File: config.mk
export PLATFORM = sky130hd
export DESIGN_NAME = iommu_mmio_queues
export DESIGN_NICKNAME = d
export VERILOG_FILES = /design/src/rtl/iommu_mmio_pkg.sv /design/src/rtl/iommu_mmio_qregs.sv /design/src/rtl/iommu_mmio_queues.sv
export SDC_FILE = /design/constraint.sdc
export NUM_CORES = 1
export LEC_CHECK = 0
export BUFFER_PORTS_ARGS = -buffer_cell sky130_fd_sc_hd__buf_2
export CAP_MARGIN = 20
export CORE_MARGIN = 5
export CORE_UTILIZATION = 48
export CTS_CLUSTER_SIZE = 25
export DETAILED_ROUTE_END_ITERATION = 10
export GPL_TIMING_DRIVEN = 0
export HOLD_SLACK_MARGIN = 0.1
export PLACE_DENSITY_LB_ADDON = 0.08
export SYNTH_ARGS = -nofsm -noshare
export SYNTH_HDL_FRONTEND = slang
export SYNTH_SLANG_ARGS = --single-unit
File: constraint.sdc
create_clock -name clk -period 2.5 [get_ports clk]
set_clock_uncertainty 0.2 [all_clocks]
set_input_delay 0.375 -clock clk [delete_from_list [all_inputs] [get_ports clk]]
set_output_delay 0.375 -clock clk [all_outputs]
set_load 0.02 [all_outputs]
File: src/rtl/iommu_mmio_pkg.sv
// Shared definitions for the IOMMU MMIO block: register map, DDTP modes, QCSR bit
// positions, capability constant and APB FSM encoding.
package iommu_mmio_pkg;

  localparam logic [11:0] OffCaps  = 12'h000;
  localparam logic [11:0] OffFctl  = 12'h008;
  localparam logic [11:0] OffDdtp  = 12'h010;
  localparam logic [11:0] OffQBase = 12'h018;
  localparam logic [11:0] QStride  = 12'h010;
  localparam logic [11:0] QHeadOff = 12'h008;
  localparam logic [11:0] QTailOff = 12'h00C;
  localparam logic [11:0] OffQcsr  = 12'h048;
  localparam logic [11:0] OffIpsr  = 12'h054;

  typedef enum logic [3:0] {
    ModeOff  = 4'd0,
    ModeBare = 4'd1,
    Mode1Lvl = 4'd2,
    Mode2Lvl = 4'd3,
    Mode3Lvl = 4'd4
  } ddtp_mode_e;

  localparam int unsigned DdtpBusyBit = 4;
  localparam int unsigned PpnLsb      = 10;

  localparam int unsigned QcsrEn   = 0;
  localparam int unsigned QcsrIe   = 1;
  localparam int unsigned QcsrMemf = 8;
  localparam int unsigned QcsrOn   = 16;
  localparam int unsigned QcsrBusy = 17;

  localparam logic [63:0] CapsVal = 64'h0000_0000_0000_0010;

  typedef enum logic [1:0] {StIdle, StWait, StDone} apb_st_e;

endpackage

File: src/rtl/iommu_mmio_qregs.sv
// One in-memory queue register set: base, SW/HW indices, CSR and enable handshake.
module iommu_mmio_qregs
  import iommu_mmio_pkg::*;
#(
  parameter int unsigned PpnW   = 34,
  parameter int unsigned IdxW   = 20,
  parameter bit          SwProd = 1'b0
) (
  input  logic            clk_i,
  input  logic            rst_i,
  input  logic            qb_we_i,
  input  logic            head_we_i,
  input  logic            tail_we_i,
  input  logic            csr_we_i,
  input  logic [63:0]     wdata_i,
  input  logic            ack_i,
  input  logic            hw_we_i,
  input  logic [IdxW-1:0] hw_idx_i,
  input  logic            memf_i,
  output logic [PpnW-1:0] ppn_o,
  output logic [4:0]      log2sz_o,
  output logic            on_o,
  output logic            busy_o,
  output logic            ie_o,
  output logic [IdxW-1:0] sw_idx_o,
  output logic [63:0]     qb_o,
  output logic [31:0]     head_o,
  output logic [31:0]     tail_o,
  output logic [31:0]     csr_o
);

  logic [PpnW-1:0] ppn_q;
  logic [4:0]      log2sz_q;
  logic [IdxW-1:0] sw_idx_q, hw_idx_q, mask;
  logic            en_q, on_q, busy_q, ie_q, memf_q;
  logic            sw_we;
  logic            unused_wdata;

  assign sw_we        = SwProd ? tail_we_i : head_we_i;
  assign unused_wdata = ^wdata_i[63:PpnW+PpnLsb];

  // Index mask (2 << log2sz) - 1, saturating to all-ones for large sizes.
  always_comb begin
    mask = '0;
    for (int b = 0; b < int'(IdxW); b++) mask[b] = (b <= int'(log2sz_q));
  end

  always_ff @(posedge clk_i) begin
    if (rst_i) begin
      ppn_q    <= '0;
      log2sz_q <= '0;
      sw_idx_q <= '0;
      hw_idx_q <= '0;
      en_q     <= 1'b0;
      on_q     <= 1'b0;
      busy_q   <= 1'b0;
      ie_q     <= 1'b0;
      memf_q   <= 1'b0;
    end else begin
      if (qb_we_i && !on_q && !busy_q) begin
        log2sz_q <= wdata_i[4:0];
        ppn_q    <= wdata_i[PpnW+PpnLsb-1:PpnLsb];
      end
      if (sw_we) sw_idx_q <= wdata_i[IdxW-1:0] & mask;
      if (ack_i && busy_q) begin
        on_q   <= en_q;
        busy_q <= 1'b0;
      end
      // Enabling a queue restarts the HW-owned index, overriding any same-cycle HW load.
      if (ack_i && busy_q && en_q) hw_idx_q <= '0;
      else if (hw_we_i)            hw_idx_q <= hw_idx_i & mask;
      if (csr_we_i) begin
        ie_q <= wdata_i[QcsrIe];
        if (!busy_q && (wdata_i[QcsrEn] != on_q)) begin
          en_q   <= wdata_i[QcsrEn];
          busy_q <= 1'b1;
        end
      end
      memf_q <= memf_i | (memf_q & ~(csr_we_i & wdata_i[QcsrMemf]));
    end
  end

  always_comb begin
    qb_o                             = '0;
    qb_o[4:0]                        = log2sz_q;
    qb_o[PpnW+PpnLsb-1:PpnLsb]       = ppn_q;
    csr_o                            = '0;
    csr_o[QcsrEn]                    = en_q;
    csr_o[QcsrIe]                    = ie_q;
    csr_o[QcsrMemf]                  = memf_q;
    csr_o[QcsrOn]                    = on_q;
    csr_o[QcsrBusy]                  = busy_q;
  end

  assign head_o   = SwProd ? 32'(hw_idx_q) : 32'(sw_idx_q);
  assign tail_o   = SwProd ? 32'(sw_idx_q) : 32'(hw_idx_q);
  assign ppn_o    = ppn_q;
  assign log2sz_o = log2sz_q;
  assign on_o     = on_q;
  assign busy_o   = busy_q;
  assign ie_o     = ie_q;
  assign sw_idx_o = sw_idx_q;

endmodule

File: src/rtl/iommu_mmio_queues.sv
// APB slave for DDTP plus NUM_Q queue register sets, with busy/ack handshakes.
// Optional IPSR/interrupt logic is built when IOMMU_MMIO_IPSR_EN is defined.
module iommu_mmio_queues
  import iommu_mmio_pkg::*;
#(
  parameter int unsigned PPN_W   = 34,
  parameter int unsigned NUM_Q   = 3,
  parameter int unsigned IDX_W   = 20,
  parameter logic [2:0]  SW_PROD = 3'b001
) (
  input  logic                   clk,
  input  logic                   rst,
  input  logic [11:0]            paddr,
  input  logic                   psel,
  input  logic                   penable,
  input  logic                   pwrite,
  input  logic [63:0]            pwdata,
  output logic [63:0]            prdata,
  output logic                   pready,
  output logic                   pslverr,
  output logic [3:0]             ddtp_mode_o,
  output logic [PPN_W-1:0]       ddtp_ppn_o,
  output logic                   ddtp_busy_o,
  input  logic                   ddtp_idle_i,
  output logic [NUM_Q*PPN_W-1:0] q_ppn_o,
  output logic [NUM_Q*5-1:0]     q_log2sz_o,
  output logic [NUM_Q-1:0]       q_on_o,
  output logic [NUM_Q-1:0]       q_busy_o,
  input  logic [NUM_Q-1:0]       q_ack_i,
  output logic [NUM_Q*IDX_W-1:0] q_sw_idx_o,
  input  logic [NUM_Q*IDX_W-1:0] q_hw_idx_i,
  input  logic [NUM_Q-1:0]       q_hw_we_i,
  input  logic [NUM_Q-1:0]       q_memf_i,
  input  logic [NUM_Q-1:0]       q_int_i,
  output logic                   irq_o
);

  apb_st_e          st_q;
  logic [11:0]      addr_q;
  logic             wr_q, pready_q, pslverr_q, commit;
  logic [63:0]      prdata_q, dec_rdata, ddtp_rd;
  logic             dec_hit, ddtp_sel;
  logic [NUM_Q-1:0] qb_sel, head_sel, tail_sel, csr_sel, q_ie;
  logic [3:0]       ddtp_mode_q, shadow_mode_q;
  logic [PPN_W-1:0] ddtp_ppn_q, shadow_ppn_q;
  logic             ddtp_busy_q;
  logic [63:0]      q_qb_rd   [NUM_Q];
  logic [31:0]      q_head_rd [NUM_Q];
  logic [31:0]      q_tail_rd [NUM_Q];
  logic [31:0]      q_csr_rd  [NUM_Q];

`ifdef IOMMU_MMIO_IPSR_EN
  logic [NUM_Q-1:0] ipsr_q;
  logic             irq_q, ipsr_sel;
`endif

  always_ff @(posedge clk) begin
    if (rst) begin
      st_q      <= StIdle;
      addr_q    <= '0;
      wr_q      <= 1'b0;
      pready_q  <= 1'b0;
      pslverr_q <= 1'b0;
      prdata_q  <= '0;
    end else begin
      pready_q  <= 1'b0;
      pslverr_q <= 1'b0;
      prdata_q  <= '0;
      unique case (st_q)
        StIdle: if (psel && !penable) begin
          st_q   <= StWait;
          addr_q <= paddr;
          wr_q   <= pwrite;
        end
        StWait: if (!psel) begin
          st_q <= StIdle;
        end else begin
          st_q      <= StDone;
          pready_q  <= 1'b1;
          pslverr_q <= !dec_hit;
          prdata_q  <= (dec_hit && !wr_q) ? dec_rdata : '0;
        end
        StDone:  st_q <= StIdle;
        default: st_q <= StIdle;
      endcase
    end
  end

  assign commit = (st_q == StDone) && wr_q;

  always_comb begin
    ddtp_rd                            = '0;
    ddtp_rd[3:0]                       = ddtp_mode_q;
    ddtp_rd[DdtpBusyBit]               = ddtp_busy_q;
    ddtp_rd[PPN_W+PpnLsb-1:PpnLsb]     = ddtp_ppn_q;
  end

  // Only exact, aligned register addresses hit; everything else is a slave error.
  always_comb begin
    dec_hit   = 1'b0;
    dec_rdata = '0;
    ddtp_sel  = 1'b0;
    qb_sel    = '0;
    head_sel  = '0;
    tail_sel  = '0;
    csr_sel   = '0;
`ifdef IOMMU_MMIO_IPSR_EN
    ipsr_sel  = 1'b0;
    if (addr_q == OffIpsr) begin
      dec_hit   = 1'b1;
      ipsr_sel  = 1'b1;
      dec_rdata = 64'(ipsr_q);
    end
`endif
    if (addr_q == OffCaps) begin
      dec_hit   = 1'b1;
      dec_rdata = CapsVal;
    end
    if (addr_q == OffFctl) dec_hit = 1'b1;
    if (addr_q == OffDdtp) begin
      dec_hit   = 1'b1;
      ddtp_sel  = 1'b1;
      dec_rdata = ddtp_rd;
    end
    for (int i = 0; i < int'(NUM_Q); i++) begin
      if (addr_q == OffQBase + QStride * 12'(i)) begin
        dec_hit   = 1'b1;
        qb_sel[i] = 1'b1;
        dec_rdata = q_qb_rd[i];
      end
      if (addr_q == OffQBase + QStride * 12'(i) + QHeadOff) begin
        dec_hit     = 1'b1;
        head_sel[i] = 1'b1;
        dec_rdata   = 64'(q_head_rd[i]);
      end
      if (addr_q == OffQBase + QStride * 12'(i) + QTailOff) begin
        dec_hit     = 1'b1;
        tail_sel[i] = 1'b1;
        dec_rdata   = 64'(q_tail_rd[i]);
      end
      if (addr_q == OffQcsr + 12'(4 * i)) begin
        dec_hit    = 1'b1;
        csr_sel[i] = 1'b1;
        dec_rdata  = 64'(q_csr_rd[i]);
      end
    end
  end

  always_ff @(posedge clk) begin
    if (rst) begin
      ddtp_mode_q   <= '0;
      ddtp_ppn_q    <= '0;
      ddtp_busy_q   <= 1'b0;
      shadow_mode_q <= '0;
      shadow_ppn_q  <= '0;
    end else if (commit && ddtp_sel && !ddtp_busy_q && (pwdata[3:0] <= Mode3Lvl)) begin
      ddtp_mode_q <= pwdata[3:0];
      ddtp_ppn_q  <= pwdata[PPN_W+PpnLsb-1:PpnLsb];
      ddtp_busy_q <= 1'b1;
    end else if (ddtp_busy_q && ddtp_idle_i) begin
      shadow_mode_q <= ddtp_mode_q;
      shadow_ppn_q  <= ddtp_ppn_q;
      ddtp_busy_q   <= 1'b0;
    end
  end

  for (genvar g = 0; g < int'(NUM_Q); g++) begin : gen_q
    iommu_mmio_qregs #(
      .PpnW  (PPN_W),
      .IdxW  (IDX_W),
      .SwProd(SW_PROD[g])
    ) u_qregs (
      .clk_i    (clk),
      .rst_i    (rst),
      .qb_we_i  (commit & qb_sel[g]),
      .head_we_i(commit & head_sel[g]),
      .tail_we_i(commit & tail_sel[g]),
      .csr_we_i (commit & csr_sel[g]),
      .wdata_i  (pwdata),
      .ack_i    (q_ack_i[g]),
      .hw_we_i  (q_hw_we_i[g]),
      .hw_idx_i (q_hw_idx_i[g*IDX_W +: IDX_W]),
      .memf_i   (q_memf_i[g]),
      .ppn_o    (q_ppn_o[g*PPN_W +: PPN_W]),
      .log2sz_o (q_log2sz_o[g*5 +: 5]),
      .on_o     (q_on_o[g]),
      .busy_o   (q_busy_o[g]),
      .ie_o     (q_ie[g]),
      .sw_idx_o (q_sw_idx_o[g*IDX_W +: IDX_W]),
      .qb_o     (q_qb_rd[g]),
      .head_o   (q_head_rd[g]),
      .tail_o   (q_tail_rd[g]),
      .csr_o    (q_csr_rd[g])
    );
  end

`ifdef IOMMU_MMIO_IPSR_EN
  always_ff @(posedge clk) begin
    if (rst) begin
      ipsr_q <= '0;
      irq_q  <= 1'b0;
    end else begin
      ipsr_q <= q_int_i | (ipsr_q & ~({NUM_Q{commit & ipsr_sel}} & pwdata[NUM_Q-1:0]));
      irq_q  <= |(ipsr_q & q_ie);
    end
  end
  assign irq_o = irq_q;
`else
  logic unused_int;
  assign unused_int = ^{q_int_i, q_ie};
  assign irq_o      = 1'b0;
`endif

  assign prdata      = prdata_q;
  assign pready      = pready_q;
  assign pslverr     = pslverr_q;
  assign ddtp_mode_o = shadow_mode_q;
  assign ddtp_ppn_o  = shadow_ppn_q;
  assign ddtp_busy_o = ddtp_busy_q;

endmodule

== Yosys cells after proc, flatten, opt, wreduce, memory -nomap -nowiden ==
Index checks and enable logic that the tools add are counted.
Word-level totals
  register bits after elaboration: 410
  output and inout bits: 289
  logic and storage cells: 253
Cells by class
  bitwise gates (word level): 31
  mux-type cells: 54
  equal/unequal tests: 20
  reductions and logical operators: 49
  order comparisons: 58
Operator list (number)
  $mux W44: 10
  $and A20 B20 Y20: 6
  $le A4 B5 Y1 const A: 24
  $eq A12 B6 Y1 const B: 6
  $eq A12 B7 Y1 const B: 5
  $le A3 B5 Y1 const A: 12
  $le A5 B5 Y1 const A: 12
  $mux W20: 2
  $mux W1: 37
  $le A2 B5 Y1 const A: 6
  $eq A12 B5 Y1 const B: 2
  $logic_and A1 B1 Y1: 22
  $mux W18: 1
  $reduce_or A17 Y1: 1
  $and A1 B1 Y1: 15
  $le A1 B5 Y1 const A: 3
  $eq A12 B4 Y1 const B: 1
  $logic_not A12 Y1: 1
  $logic_not A1 Y1: 10
  $reduce_and A2 Y1: 5
  $reduce_or A2 Y1: 4
  $not A1 Y1: 7
  $reduce_or A7 Y1: 1
  $mux W5: 1
  13 further kinds: 18

== Longest topological paths before layout ==
  depth after elaboration: 19
  mapped depth: 9

== Modules after synthesis ==
From an unflattened synthesis, not the netlist that was laid out.
Unflattened totals
  cell total of the unflattened synthesis: 2890
  area, all modules: 22554.1 µm²
Modules (own cells, without submodules)
  iommu_mmio_qregs: instances 3, area each 4377.9 µm², sequential area each 1681.6 µm², cells each 538
  iommu_mmio_queues: instances 1, area each 9420.3 µm², sequential area each 3163.0 µm², cells each 1276

== Least setup slack after synthesis ==
OpenSTA, ideal clock, no wires.
  path type: register -> register
  start: register addr_q[11]
  end: register gen_q[0].u_qregs.log2sz_q[4]
  data required time: 2.168 ns
  arrival: 2.096 ns
  stages on the path, launching flop included: 10
  setup time: 0.132 ns
  path slack: 0.072 ns
  clock period less this slack: 2.428 ns
  cell sequence: dfxtp_1 or4_4 buf_6 nor2_1 nand2_1 or4_1 buf_2 buf_2 nand2_1 a21oi_1
Between the ends
  word-level cells in the longest chain between the ends: 5
RTL lines
  start, declared: RTL line iommu_mmio_queues.sv:39  | logic [11:0] addr_q;
  start signal, assigned: RTL line iommu_mmio_queues.sv:72  | addr_q <= paddr;
  $eq A12 B5 Y1: RTL line iommu_mmio_queues.sv:126  | if (addr_q == OffQBase + QStride * 12'(i)) begin
  $mux W1: RTL line iommu_mmio_queues.sv:126
  $and A1 B1 Y1: RTL line iommu_mmio_queues.sv:175  | .qb_we_i (commit & qb_sel[g]),
  $logic_and A1 B1 Y1 (2 in a row): RTL line iommu_mmio_qregs.sv:60  | if (qb_we_i && !on_q && !busy_q) begin
  end signal, assigned: RTL line iommu_mmio_qregs.sv:61  | log2sz_q <= wdata_i[4:0];
  end, declared: RTL line iommu_mmio_qregs.sv:33  | logic [4:0] log2sz_q;
No other way between the ends.
A chain may end at the register's enable or synchronous reset.

== Worst setup path in the final report ==
  start: register addr_q[3]
  end: register prdata_q[0] (netlist: prdata[0])
Between the ends
  word-level cells in the longest chain between the ends: 19
  elaborated cells on any way between the ends: 46
  classes of those cells: 14 x eq/ne; 28 x mux; 1 x bitwise; 3 x reduce/logical
RTL lines
  $logic_not A12 Y1: RTL line iommu_mmio_queues.sv:115  | if (addr_q == OffCaps) begin
  $mux W1: RTL line iommu_mmio_queues.sv:115
  $mux W1: RTL line iommu_mmio_queues.sv:119  | if (addr_q == OffFctl) dec_hit = 1'b1;
  $mux W1: RTL line iommu_mmio_queues.sv:120  | if (addr_q == OffDdtp) begin
  $mux W1: RTL line iommu_mmio_queues.sv:126
  $mux W1: RTL line iommu_mmio_queues.sv:131  | if (addr_q == OffQBase + QStride * 12'(i) + QHeadOff) begin
  $mux W1: RTL line iommu_mmio_queues.sv:136  | if (addr_q == OffQBase + QStride * 12'(i) + QTailOff) begin
  $mux W1: RTL line iommu_mmio_queues.sv:141  | if (addr_q == OffQcsr + 12'(4 * i)) begin
  [... 3 more ...]
  $mux W1: RTL line iommu_mmio_queues.sv:141
  $mux W1: RTL line iommu_mmio_queues.sv:126
  $mux W1: RTL line iommu_mmio_queues.sv:131
  $mux W1: RTL line iommu_mmio_queues.sv:136
  $mux W1: RTL line iommu_mmio_queues.sv:141
  $logic_and A1 B1 Y1: RTL line iommu_mmio_queues.sv:81  | prdata_q <= (dec_hit && !wr_q) ? dec_rdata : '0;
  $not A1 Y1 (no source line)
  $reduce_or A4 Y1 (no source line)
  end signal, assigned: RTL line iommu_mmio_queues.sv:81
  end, declared: RTL line iommu_mmio_queues.sv:41  | logic [63:0] prdata_q, dec_rdata, ddtp_rd;
Parallel ways exist; a longest one is shown, timed or not.

==> results.sh <==
export IMPL_layout_setup_ws_ns=-0.176
export IMPL_clk_pin_slew_worst_paths_ns=0.06
export IMPL_cts_inserted_buffers=42
export IMPL_max_freq_mhz=374
export IMPL_slew_headroom_pct=29.4
export IMPL_violations="negative setup slack"
export IMPL_start_util_pct=48.6
export IMPL_drt_initial_drc_count=2078
export IMPL_finalSetupTns_ns=-7.04
export IMPL_cp_arrival_ns=2.89
export IMPL_htree_levels=2
export IMPL_path_class="flop to flop"
export IMPL_grt_ovfl_total=0
export IMPL_port_buffers=392
export IMPL_irDropWorstVdd_v=0.000576
export IMPL_fin_cells=3285
export IMPL_cellPowerDensity_nw_per_um2=568
export IMPL_clk_latency_ns=0.56
export IMPL_drc=0
export IMPL_synthFlopType="dfxtp_1"
export IMPL_cts_sinks=390
export IMPL_coreArea_um2=34500
export IMPL_grt_start_max_net_pins=15
export IMPL_worst_pin_slew_ns=1.06
export IMPL_p_int_mw=10.8
export IMPL_synth_cell_types=79
export IMPL_yosysWarningCount=0
export IMPL_final_max_slew_viol_count=0
export IMPL_area_growth_pct=48.9
export IMPL_p_clk_share_pct=47.5
export IMPL_async_flop_share_pct=0
export IMPL_dp_cells=2983
export IMPL_finalCritPeriodShare_pct=107
export IMPL_worstHoldPathType="input port to flop"
export IMPL_grt_antenna_before_repair=2
export IMPL_ys_ff_latch=390
export IMPL_grt_pass1_wl_um=115000
export IMPL_grt_setup_unrepaired="true"
export IMPL_synth_edf_count=0
export IMPL_setup_viol=123
export IMPL_p_leak_nw=9.87
export IMPL_critPathMaxFanout=7
export IMPL_dieArea_um2=38800
export IMPL_grtUsageTotal_pct=38.5
export IMPL_die_height_um=197
export IMPL_layout_drive_gt1_share_pct=32.7
export IMPL_netSwitchingFraction_pct=23.9
export IMPL_vias_per_cell=5.99
export IMPL_wl_met2_um=35600
export IMPL_post_route_min_period_ns=2.68
export IMPL_end_kind="flop"
export IMPL_max_cap_viol_count=0
export IMPL_wl_met1_um=31000
export IMPL_grt_pass1_vias=18300
export IMPL_tritoncts="yes"
export IMPL_ios=443
export IMPL_finalHoldViolCount=0
export IMPL_required_ns=2.71
export IMPL_clk_path_buf_depth=3
export IMPL_seq_area_frac_synth_pct=46.5
export IMPL_fin_nets=2953
export IMPL_place_congestion=0.980
export IMPL_cts_root_buf="clkbuf_16"
export IMPL_die_x_um=197
export IMPL_highest_layer="met5"
export IMPL_outcome="complete, but fails checks"
export IMPL_firstDrtPassIters=6
export IMPL_syn_area_um2=16800
export IMPL_synth_cells=2115
export IMPL_comb_power_share_pct=8.4
export IMPL_dp_hpwl_um=57100
export IMPL_routed_wirelength_um=81200
export IMPL_vias=19700
export IMPL_seq_power_share_pct=44.0
export IMPL_ant_nets=0
export IMPL_holdWs_ns=0.142
export IMPL_rows=68
export IMPL_p_sw_mw=3.40
export IMPL_dr_wl_met3_um=9790
export IMPL_wl_per_cell_um=24.7
export IMPL_cp_start_kind="flop"
export IMPL_avgSynthCellArea_um2=7.94
cell type report:
class	instances	area, um2
sequential	390	7820
timing repair buffer	626	4300
clock inverter	11	201
fill	2710	9530
clock buffer	62	1290
antenna	2	5.00
buffer	195	1420
tap	455	569
multi-input combinational	1536	9380
inverter	8	30.0
cell usage after synthesis, drive strengths merged, types with 10 or more instances:
| cell | number | area (um2) |
|---|---|---|
| nor2 | 46 | 175 |
| nor4 | 14 | 145 |
| mux2 | 10 | 113 |
| nor3 | 18 | 133 |
| nand2 | 546 | 2050 |
| buf | 75 | 480 |
| dfxtp | 390 | 7810 |
| mux2i | 39 | 390 |
| a221oi | 13 | 114 |
| a22oi | 60 | 450 |
| nand3 | 122 | 611 |
| a21oi | 386 | 1930 |
| nand2b | 72 | 450 |
| or2 | 10 | 65.1 |
| a22o | 13 | 114 |
| clkbuf | 126 | 473 |
| o21ai | 30 | 150 |
worst max-delay path: stages (launching register included):
cell	delay, ns
dfxtp_2	0.32
buf_6	0.13
or4b_4	0.55
nor4_4	0.32
buf_4	0.18
buf_12	0.13
nand2_1	0.07
o21ai_2	0.08
nor4_2	0.08
o32ai_2	0.46
cells in the final DEF, fill, tap and decap left out, types with 8 or more instances in the layout:
| cell type | Yosys | layout |
|---|---|---|
| a21oi_2 | 0 | 57 |
| a22oi_1 | 60 | 59 |
| nor3_1 | 12 | 9 |
| inv_1 | 8 | 8 |
| a21oi_1 | 386 | 329 |
| a22o_1 | 13 | 11 |
| nand2_1 | 546 | 482 |
| nand3_1 | 122 | 112 |
| buf_8 | 1 | 15 |
| buf_6 | 4 | 30 |
| nand4_1 | 9 | 9 |
| o21ai_0 | 24 | 15 |
| clkbuf_16 | 0 | 49 |
| dfxtp_1 | 390 | 382 |
| buf_12 | 0 | 14 |
| nand2b_1 | 72 | 72 |
| conb_1 | 1 | 21 |
| mux2i_1 | 39 | 35 |
| buf_2 | 36 | 403 |
| dlygate4sd3_1 | 0 | 126 |
| clkbuf_8 | 0 | 18 |
| nor4_4 | 3 | 9 |
| a21o_1 | 8 | 8 |
| or3_1 | 9 | 9 |
| clkbuf_1 | 126 | 88 |
| nand2_4 | 0 | 39 |
| nor2b_1 | 8 | 8 |
| nand2_2 | 0 | 25 |
| buf_4 | 30 | 120 |
| nor2_1 | 45 | 39 |
| mux2_2 | 10 | 10 |
cells by family after synthesis:
logic type / Yosys count / synth area share, %
compound gates: 576 / 20.1
xor+xnor: 3 / 0.156
buf+inv: 209 / 5.86
flops: 390 / 46.5
mux: 49 / 2.99
other cells: 1 / 0.0223
simple gates: 887 / 24.4
flip-flops by register name, indices dropped and copies added, names as in the netlist, 4 cells and up:
name,count
gen_q.u_qregs.hw_idx_q,60
gen_q.u_qregs.log2sz_o,15
gen_q.u_qregs.ppn_o,102
gen_q.u_qregs.sw_idx_o,60
ddtp_ppn_q,34
addr_q,12
prdata,44
ddtp_ppn_o,34
ddtp_mode_o,4
ddtp_mode_q,4
metrics by stage:
step                utilization, %  power, mW  cell area (um2)  setup slack, ns
floorplan                        -       6.77            16900           0.0717
global placement              56.2       7.15            19400            -1.47
detailed placement            56.2       7.15            19400            -1.24
CTS                           68.5       14.1            23700           -0.142
global route                  72.4       14.5            25000           -0.209
finish                        72.4       14.2            25000           -0.176
power by group through the flow:
stage	clock, mW	combinational, mW	sequential [mW]
finish	6.75	1.20	6.25
global route	7.00	1.23	6.25
CTS	6.74	1.08	6.25
detailed placement	0	0.767	6.39
global placement	0	0.765	6.39
floorplan	0	0.387	6.38
layer usage:
metal	global-route usage [%]	vias to the layer above
met4	17.3	2
met1	51.2	9382
met5	0	-
li1	-	8660
met3	9.47	281
met2	59.7	1341
path summary, 6_finish.rpt:
check / start / end / slack (ns) / cells past startpoint
worst max-delay path: addr_q[3] / prdata[0] / -0.18 / 9
worst min-delay path: q_hw_we_i[2] / gen_q[2].u_qregs.hw_idx_q[2] / 0.14 / 3
worst min register to register: ddtp_ppn_o[27] / ddtp_ppn_o[27] / 0.25 / 2
worst max register to register: addr_q[3] / prdata[0] / -0.18 / 9
repair_timing:
| action | in CTS | in global routing |
|---|---|---|
| endpoints found under the setup margin | 270 | 228 |
| pin swaps | 50 | 126 |
| hold buffers | 126 | 0 |
| gates resized for setup | 259 | 281 |
| cloned | 3 | 10 |
| setup buffers | 59 | 35 |
| hold endpoints to repair | 278 | 0 |
Note: power is estimated with default switching activity, not from simulation.
